File: config.mk
export PLATFORM = sky130hd
export DESIGN_NAME = banked_gpr_file_flat
export DESIGN_NICKNAME = d
export VERILOG_FILES = /design/src/rtl/banked_gpr_file_if.sv /design/src/rtl/banked_gpr_file.sv /design/src/flat_wrapper.sv
export SDC_FILE = /design/constraint.sdc
export NUM_CORES = 1
export LEC_CHECK = 0
export CAP_MARGIN = 20
export CORE_MARGIN = 2
export CORE_UTILIZATION = 31
export DETAILED_ROUTE_END_ITERATION = 7
export PLACE_DENSITY = 0.49
export SETUP_SLACK_MARGIN = 0.3
export SLEW_MARGIN = 25
export SYNTH_ARGS = -nofsm -noshare
export SYNTH_HDL_FRONTEND = slang
export SYNTH_SLANG_ARGS = --single-unit
File: constraint.sdc
create_clock -name clk -period 1.77 [get_ports clk]
set_clock_uncertainty 0.05 [all_clocks]
set_input_delay 0.2655 -clock clk [delete_from_list [all_inputs] [get_ports clk]]
set_output_delay 0.2655 -clock clk [all_outputs]
set_load 0.02 [all_outputs]
File: src/rtl/banked_gpr_file_if.sv
// Register-file access bundle: two read ports, one write port,
// high-half register load and pending-result reservation.
interface banked_gpr_file_if #(
    parameter int DATA_W = 8,
    parameter int ADDR_W = 3
);
    localparam int DEPTH = 1 << ADDR_W;

    logic              readEn;
    logic [ADDR_W-1:0] regANum;
    logic [ADDR_W-1:0] regBNum;
    logic [DATA_W-1:0] regAOut;
    logic [DATA_W-1:0] regBOut;
    logic              regABusy;
    logic              regBBusy;
    logic              writeEn;
    logic [ADDR_W-1:0] regCNum;
    logic [DATA_W-1:0] regCIn;
    logic              hiWriteEn;
    logic [DATA_W-1:0] hiIn;
    logic [DATA_W-1:0] hiOut;
    logic              reserveEn;
    logic [ADDR_W-1:0] reserveNum;
    logic [DEPTH-1:0]  busyVec;

    modport master (
        output readEn, regANum, regBNum,
        output writeEn, regCNum, regCIn,
        output hiWriteEn, hiIn,
        output reserveEn, reserveNum,
        input  regAOut, regBOut, regABusy, regBBusy,
        input  hiOut, busyVec
    );

    modport slave (
        input  readEn, regANum, regBNum,
        input  writeEn, regCNum, regCIn,
        input  hiWriteEn, hiIn,
        input  reserveEn, reserveNum,
        output regAOut, regBOut, regABusy, regBBusy,
        output hiOut, busyVec
    );
endinterface

File: src/rtl/banked_gpr_file.sv
// General-purpose register file with registered dual read, write-through
// bypass, auxiliary high register and per-register pending scoreboard.
module banked_gpr_file #(
    parameter int DATA_W   = 8,
    parameter int ADDR_W   = 3,
    parameter int ZERO_REG = 0
) (
    input logic              clk,
    input logic              rstN,
    banked_gpr_file_if.slave bus
);
    localparam int DEPTH = 1 << ADDR_W;

    logic [DATA_W-1:0] regs_q [DEPTH];
    logic [DATA_W-1:0] regs_d [DEPTH];
    logic [DATA_W-1:0] hi_q, hi_d;
    logic [DEPTH-1:0]  busy_q, busy_d;
    logic [DATA_W-1:0] a_q, a_d, b_q, b_d;
    logic              abusy_q, abusy_d;
    logic              bbusy_q, bbusy_d;

    logic c_is_zero, r_is_zero, a_is_zero, b_is_zero;
    logic wr_ok, rsv_ok, hit_a, hit_b;

    always_comb begin
        c_is_zero = (ZERO_REG != 0) && (bus.regCNum == '0);
        r_is_zero = (ZERO_REG != 0) && (bus.reserveNum == '0);
        a_is_zero = (ZERO_REG != 0) && (bus.regANum == '0);
        b_is_zero = (ZERO_REG != 0) && (bus.regBNum == '0);
        wr_ok     = bus.writeEn && !c_is_zero;
        rsv_ok    = bus.reserveEn && !r_is_zero;
        hit_a     = wr_ok && (bus.regCNum == bus.regANum);
        hit_b     = wr_ok && (bus.regCNum == bus.regBNum);

        regs_d = regs_q;
        if (wr_ok) regs_d[bus.regCNum] = bus.regCIn;

        hi_d = hi_q;
        if (bus.hiWriteEn) hi_d = bus.hiIn;

        // clear first so a same-index reserve wins
        busy_d = busy_q;
        if (wr_ok)  busy_d[bus.regCNum]   = 1'b0;
        if (rsv_ok) busy_d[bus.reserveNum] = 1'b1;

        a_d     = a_q;
        b_d     = b_q;
        abusy_d = abusy_q;
        bbusy_d = bbusy_q;
        if (bus.readEn) begin
            a_d     = a_is_zero ? '0 :
                      hit_a ? bus.regCIn : regs_q[bus.regANum];
            b_d     = b_is_zero ? '0 :
                      hit_b ? bus.regCIn : regs_q[bus.regBNum];
            abusy_d = busy_q[bus.regANum] && !hit_a && !a_is_zero;
            bbusy_d = busy_q[bus.regBNum] && !hit_b && !b_is_zero;
        end
    end

    always_ff @(posedge clk or negedge rstN) begin
        if (!rstN) begin
            for (int i = 0; i < DEPTH; i++) regs_q[i] <= '0;
            hi_q    <= '0;
            busy_q  <= '0;
            a_q     <= '0;
            b_q     <= '0;
            abusy_q <= 1'b0;
            bbusy_q <= 1'b0;
        end else begin
            for (int i = 0; i < DEPTH; i++) regs_q[i] <= regs_d[i];
            hi_q    <= hi_d;
            busy_q  <= busy_d;
            a_q     <= a_d;
            b_q     <= b_d;
            abusy_q <= abusy_d;
            bbusy_q <= bbusy_d;
        end
    end

    assign bus.regAOut  = a_q;
    assign bus.regBOut  = b_q;
    assign bus.regABusy = abusy_q;
    assign bus.regBBusy = bbusy_q;
    assign bus.hiOut    = hi_q;
    assign bus.busyVec  = busy_q;
endmodule

File: src/flat_wrapper.sv
// flat-port wrapper written by rule: the top's interface ports become plain ports
module banked_gpr_file_flat 
#(
    parameter int DATA_W   = 8,
    parameter int ADDR_W   = 3,
    parameter int ZERO_REG = 0
)
  (clk, rstN, bus_readEn, bus_regANum, bus_regBNum, bus_writeEn, bus_regCNum, bus_regCIn, bus_hiWriteEn, bus_hiIn, bus_reserveEn, bus_reserveNum, bus_regAOut, bus_regBOut, bus_regABusy, bus_regBBusy, bus_hiOut, bus_busyVec);
  banked_gpr_file_if #(.DATA_W(DATA_W), .ADDR_W(ADDR_W)) bus_i ();
  input logic clk;
  input logic rstN;
  input wire logic [$bits(bus_i.readEn)-1:0] bus_readEn;
  input wire logic [$bits(bus_i.regANum)-1:0] bus_regANum;
  input wire logic [$bits(bus_i.regBNum)-1:0] bus_regBNum;
  input wire logic [$bits(bus_i.writeEn)-1:0] bus_writeEn;
  input wire logic [$bits(bus_i.regCNum)-1:0] bus_regCNum;
  input wire logic [$bits(bus_i.regCIn)-1:0] bus_regCIn;
  input wire logic [$bits(bus_i.hiWriteEn)-1:0] bus_hiWriteEn;
  input wire logic [$bits(bus_i.hiIn)-1:0] bus_hiIn;
  input wire logic [$bits(bus_i.reserveEn)-1:0] bus_reserveEn;
  input wire logic [$bits(bus_i.reserveNum)-1:0] bus_reserveNum;
  output wire logic [$bits(bus_i.regAOut)-1:0] bus_regAOut;
  output wire logic [$bits(bus_i.regBOut)-1:0] bus_regBOut;
  output wire logic [$bits(bus_i.regABusy)-1:0] bus_regABusy;
  output wire logic [$bits(bus_i.regBBusy)-1:0] bus_regBBusy;
  output wire logic [$bits(bus_i.hiOut)-1:0] bus_hiOut;
  output wire logic [$bits(bus_i.busyVec)-1:0] bus_busyVec;
  assign bus_i.readEn = bus_readEn;
  assign bus_i.regANum = bus_regANum;
  assign bus_i.regBNum = bus_regBNum;
  assign bus_i.writeEn = bus_writeEn;
  assign bus_i.regCNum = bus_regCNum;
  assign bus_i.regCIn = bus_regCIn;
  assign bus_i.hiWriteEn = bus_hiWriteEn;
  assign bus_i.hiIn = bus_hiIn;
  assign bus_i.reserveEn = bus_reserveEn;
  assign bus_i.reserveNum = bus_reserveNum;
  assign bus_regAOut = bus_i.regAOut;
  assign bus_regBOut = bus_i.regBOut;
  assign bus_regABusy = bus_i.regABusy;
  assign bus_regBBusy = bus_i.regBBusy;
  assign bus_hiOut = bus_i.hiOut;
  assign bus_busyVec = bus_i.busyVec;
  banked_gpr_file #(.DATA_W(DATA_W), .ADDR_W(ADDR_W), .ZERO_REG(ZERO_REG)) u_core (.clk(clk), .rstN(rstN), .bus(bus_i));
endmodule
==> metrics.log <==
INFO  metric routed-via-count = 3436
INFO  metric timing.final.crit_share = 0.811
INFO  metric clockBufferDepth = 2
INFO  metric final-hold-violation-count = 0
INFO  metric number_of_setup_buffers_added_after_cts = 0
INFO  metric placement.cell_area = 6110 µm²
INFO  metric syn_nets = 400
INFO  metric design.core.area = 15800 µm²
INFO  metric critical_path.cell_chain = dlygate4sd2_1
INFO  metric design_area = 6410 µm²
INFO  metric area_growth_syn_to_layout = 29.2%
INFO  metric yosysWarnings = 0
INFO  metric synthesis.area_per_instance = 13.6 µm²
INFO  metric die_area = 17000 µm²
INFO  metric detail_route.iter0.violations = 177
INFO  metric layout.cells.non_filler = 683
INFO  metric worst-path-max-fanout = 4
INFO  metric synth.yosys.seq_area_share = 0.494
INFO  metric post_synth_instance_area = 4960 µm²
INFO  metric post_drt_via_cell_ratio = 5.03
INFO  metric design_power_total = 6.69 mW
INFO  metric postRouteWirelength = 13.9 mm
INFO  metric place.detailed.instances = 665
INFO  metric setup_slack = 335 ps
INFO  metric slowest_delay = 410 ps
INFO  metric timing_worst_slew_pin_value = 399 ps
INFO  metric top_level_ports = 68
INFO  metric max_clock_freq = 697 MHz
INFO  metric nNetsFinal = 496
INFO  metric run_status = completed
INFO  metric die_w = 131 µm
INFO  metric tritoncts = built
INFO  metric postRouteAntennaNets = 0
INFO  metric antenna_diode_count = 0
INFO  metric grt_overflow_total = 0
INFO  metric clk_pin_slew = 70 ps
INFO  metric cp.required = 1450 ps
INFO  metric ctsHtreeMaxLevel = 3
INFO  metric post-route-drc-count = 0
INFO  metric power_density = 1040 nW/µm²
INFO  metric synth.ff_latch_count = 98
INFO  metric clock_insertion_delay_worst_skew = 350 ps
INFO  metric post-dp-hpwl = 9.33 mm
INFO  metric report.final.setup_viol = 0
INFO  metric synth_cell_type_count = 24
INFO  metric wire_length_of_the_first_global_routing_pass = 22.1 mm
INFO  metric crit_path_launch_type = register
INFO  metric grt_util_all_layers = 0.179
INFO  metric grt_antenna_before_repair = 0
INFO  metric cts-buffers-inserted = 9
INFO  metric grt_setup_unrepaired = false
INFO  metric critical_path.slowest_cell = dfrtp_1
INFO  metric fin_setup_tns = 0 ps
INFO  metric critical_path.reg2reg.startpoint = u_core.regs_q[21]$_DFFE_PN0P_
INFO  metric slew-limit-headroom = 0.733
INFO  metric critical-path-top-delay-family = flip-flops
INFO  metric crit_path_start = u_core.bus.busyVec[4]$_DFF_PN0_
INFO  metric period_needed = 1440 ps
INFO  metric timing.final.max_slew_violations = 0
INFO  metric max-vdd-ir-drop = 0.499 mV
INFO  metric cap_viol_max_count = 0
INFO  metric grt_start_max_net_pins = 43
INFO  metric worst_hold_path_type = in -> async
INFO  metric endpoint_kind = primary output
INFO  metric cts_root_buffer = clkbuf_16
INFO  metric floorplan.die.height = 131 µm
INFO  metric critical_path_buf_inv_count = 1
INFO  metric drt-pass1-iter-count = 4
INFO  metric initial_utilization = 0.315
INFO  metric rr_worst_depth = 3
INFO  metric tritoncts_sinks = 98
INFO  metric leakagePower = 2.79 nW
INFO  metric timing.critical_path.depth = 1
INFO  metric criticalPathCategory = reg -> out
INFO  metric syn_inst = 366
INFO  metric rows = 46
INFO  metric first_global_vias = 3653
INFO  metric layout-drive-gt1-share = 0.308
INFO  metric timing.critical_path.arrival = 1120 ps
INFO  metric wire_per_inst = 20.3 µm
INFO  metric port_buffers = 67
INFO  metric gp_routability_congestion = 0.734
INFO  metric dpl_worst_slack = -360 ps
==> routing by layer <==
layer,GRT usage,share of wire
met3,0.0252,0.042
met2,0.286,0.50
met1,0.246,0.44
met5,0,0
met4,0.0738,0.017
==> synth_stat cells <==
cell,instances,area share
and2_1,1,0.0013
buf_2,5,0.0050
buf_4,3,0.0045
buf_6,6,0.014
clkbuf_1,9,0.0068
dfrtp_1,98,0.49
inv_1,15,0.011
mux2_2,40,0.091
mux2i_1,18,0.036
mux4_2,36,0.16
nand2_1,39,0.029
nand2b_1,19,0.024
nand2b_4,1,0.0028
nand4_1,1,0.0013
nand4b_1,3,0.0053
nor3_2,2,0.0040
nor3b_4,2,0.0076
o21ai_0,36,0.036
o221ai_1,16,0.028
o22ai_1,4,0.0050
o32ai_1,2,0.0035
o41ai_4,2,0.011
or4b_1,2,0.0040
xor2_1,6,0.011
==> final timing paths <==
kind | endpoint | slack (ps)
max | bus_busyVec[4] | 330
min | u_core.regs_q[40]$_DFFE_PN0P_ | 320
max reg2reg | u_core.bus.regAOut[5]$_DFFE_PN0P_ | 370
min reg2reg | u_core.bus.hiOut[7]$_DFFE_PN0P_ | 450
max in group asynchronous | u_core.bus.busyVec[5]$_DFF_PN0_ | 670
min in group clk | u_core.bus.hiOut[7]$_DFFE_PN0P_ | 450
==> sequential cells by signal, summed over array words and instances (netlist names) <==
signal,flops
u_core.bus.hiOut,8
u_core.bus.busyVec,8
u_core.bus.regBBusy,1
u_core.bus.regBOut,8
u_core.regs_q,64
u_core.bus.regAOut,8
u_core.bus.regABusy,1
==> cell usage in the layout, fill, tap and decap left out, types with 9 or more instances in the layout <==
cell and count:
buf_4 28, nand2b_1 19, mux4_2 36, dfrtp_1 98
mux2i_1 18, clkdlybuf4s50_1 21, dlygate4sd2_1 35, nand2_1 39
clkbuf_16 9, o21ai_0 36, inv_1 15, mux2_2 40
o221ai_1 16
==> stage by stage <==
stage	hold WS (ps)	util
2_1_floorplan	-80.1	-
3_3_place_gp	165	0.387
4_1_cts	330	0.406
5_1_grt	358	0.407
3_5_place_dp	164	0.387
6_report	322	0.407
==> where the power goes <==
part	internal [mW]	switching, mW
logic	0.919	0.765
clock network	1.09	0.875
registers	2.69	0.342
total	4.71	1.98
==> what timing repair did <==
item                                    in CTS  in global routing
hold buffers                                 1                  0
pin swaps                                    2                  2
gates resized for setup                     60                 12
hold endpoints to repair                    21                  0
endpoints found under the setup margin      84                 21
gates cloned                                 1                  0
==> cell families after synthesis <==
group                     count (synthesis)  synth area share
AOI/OAI and AO/OA                        60            0.0842
xor gates and xnor gates                  6            0.0106
buffers and inverters                    38            0.0413
DFF                                      98             0.494
muxes                                    94             0.290
and+or+nand+nor                          70            0.0796
==> final cells by class <==
| cell class | instances | area [µm²] |
|---|---|---|
| Fill cell | 1533 | 9360 |
| Inverter | 15 | 56.3 |
| Sequential cell | 98 | 2450 |
| Tap cell | 216 | 270 |
| Clock inverter | 5 | 55.1 |
| Clock buffer | 11 | 233 |
| Multi-Input combinational cell | 230 | 2320 |
| Timing Repair Buffer | 108 | 1030 |
(Power assumes the default switching activity.)
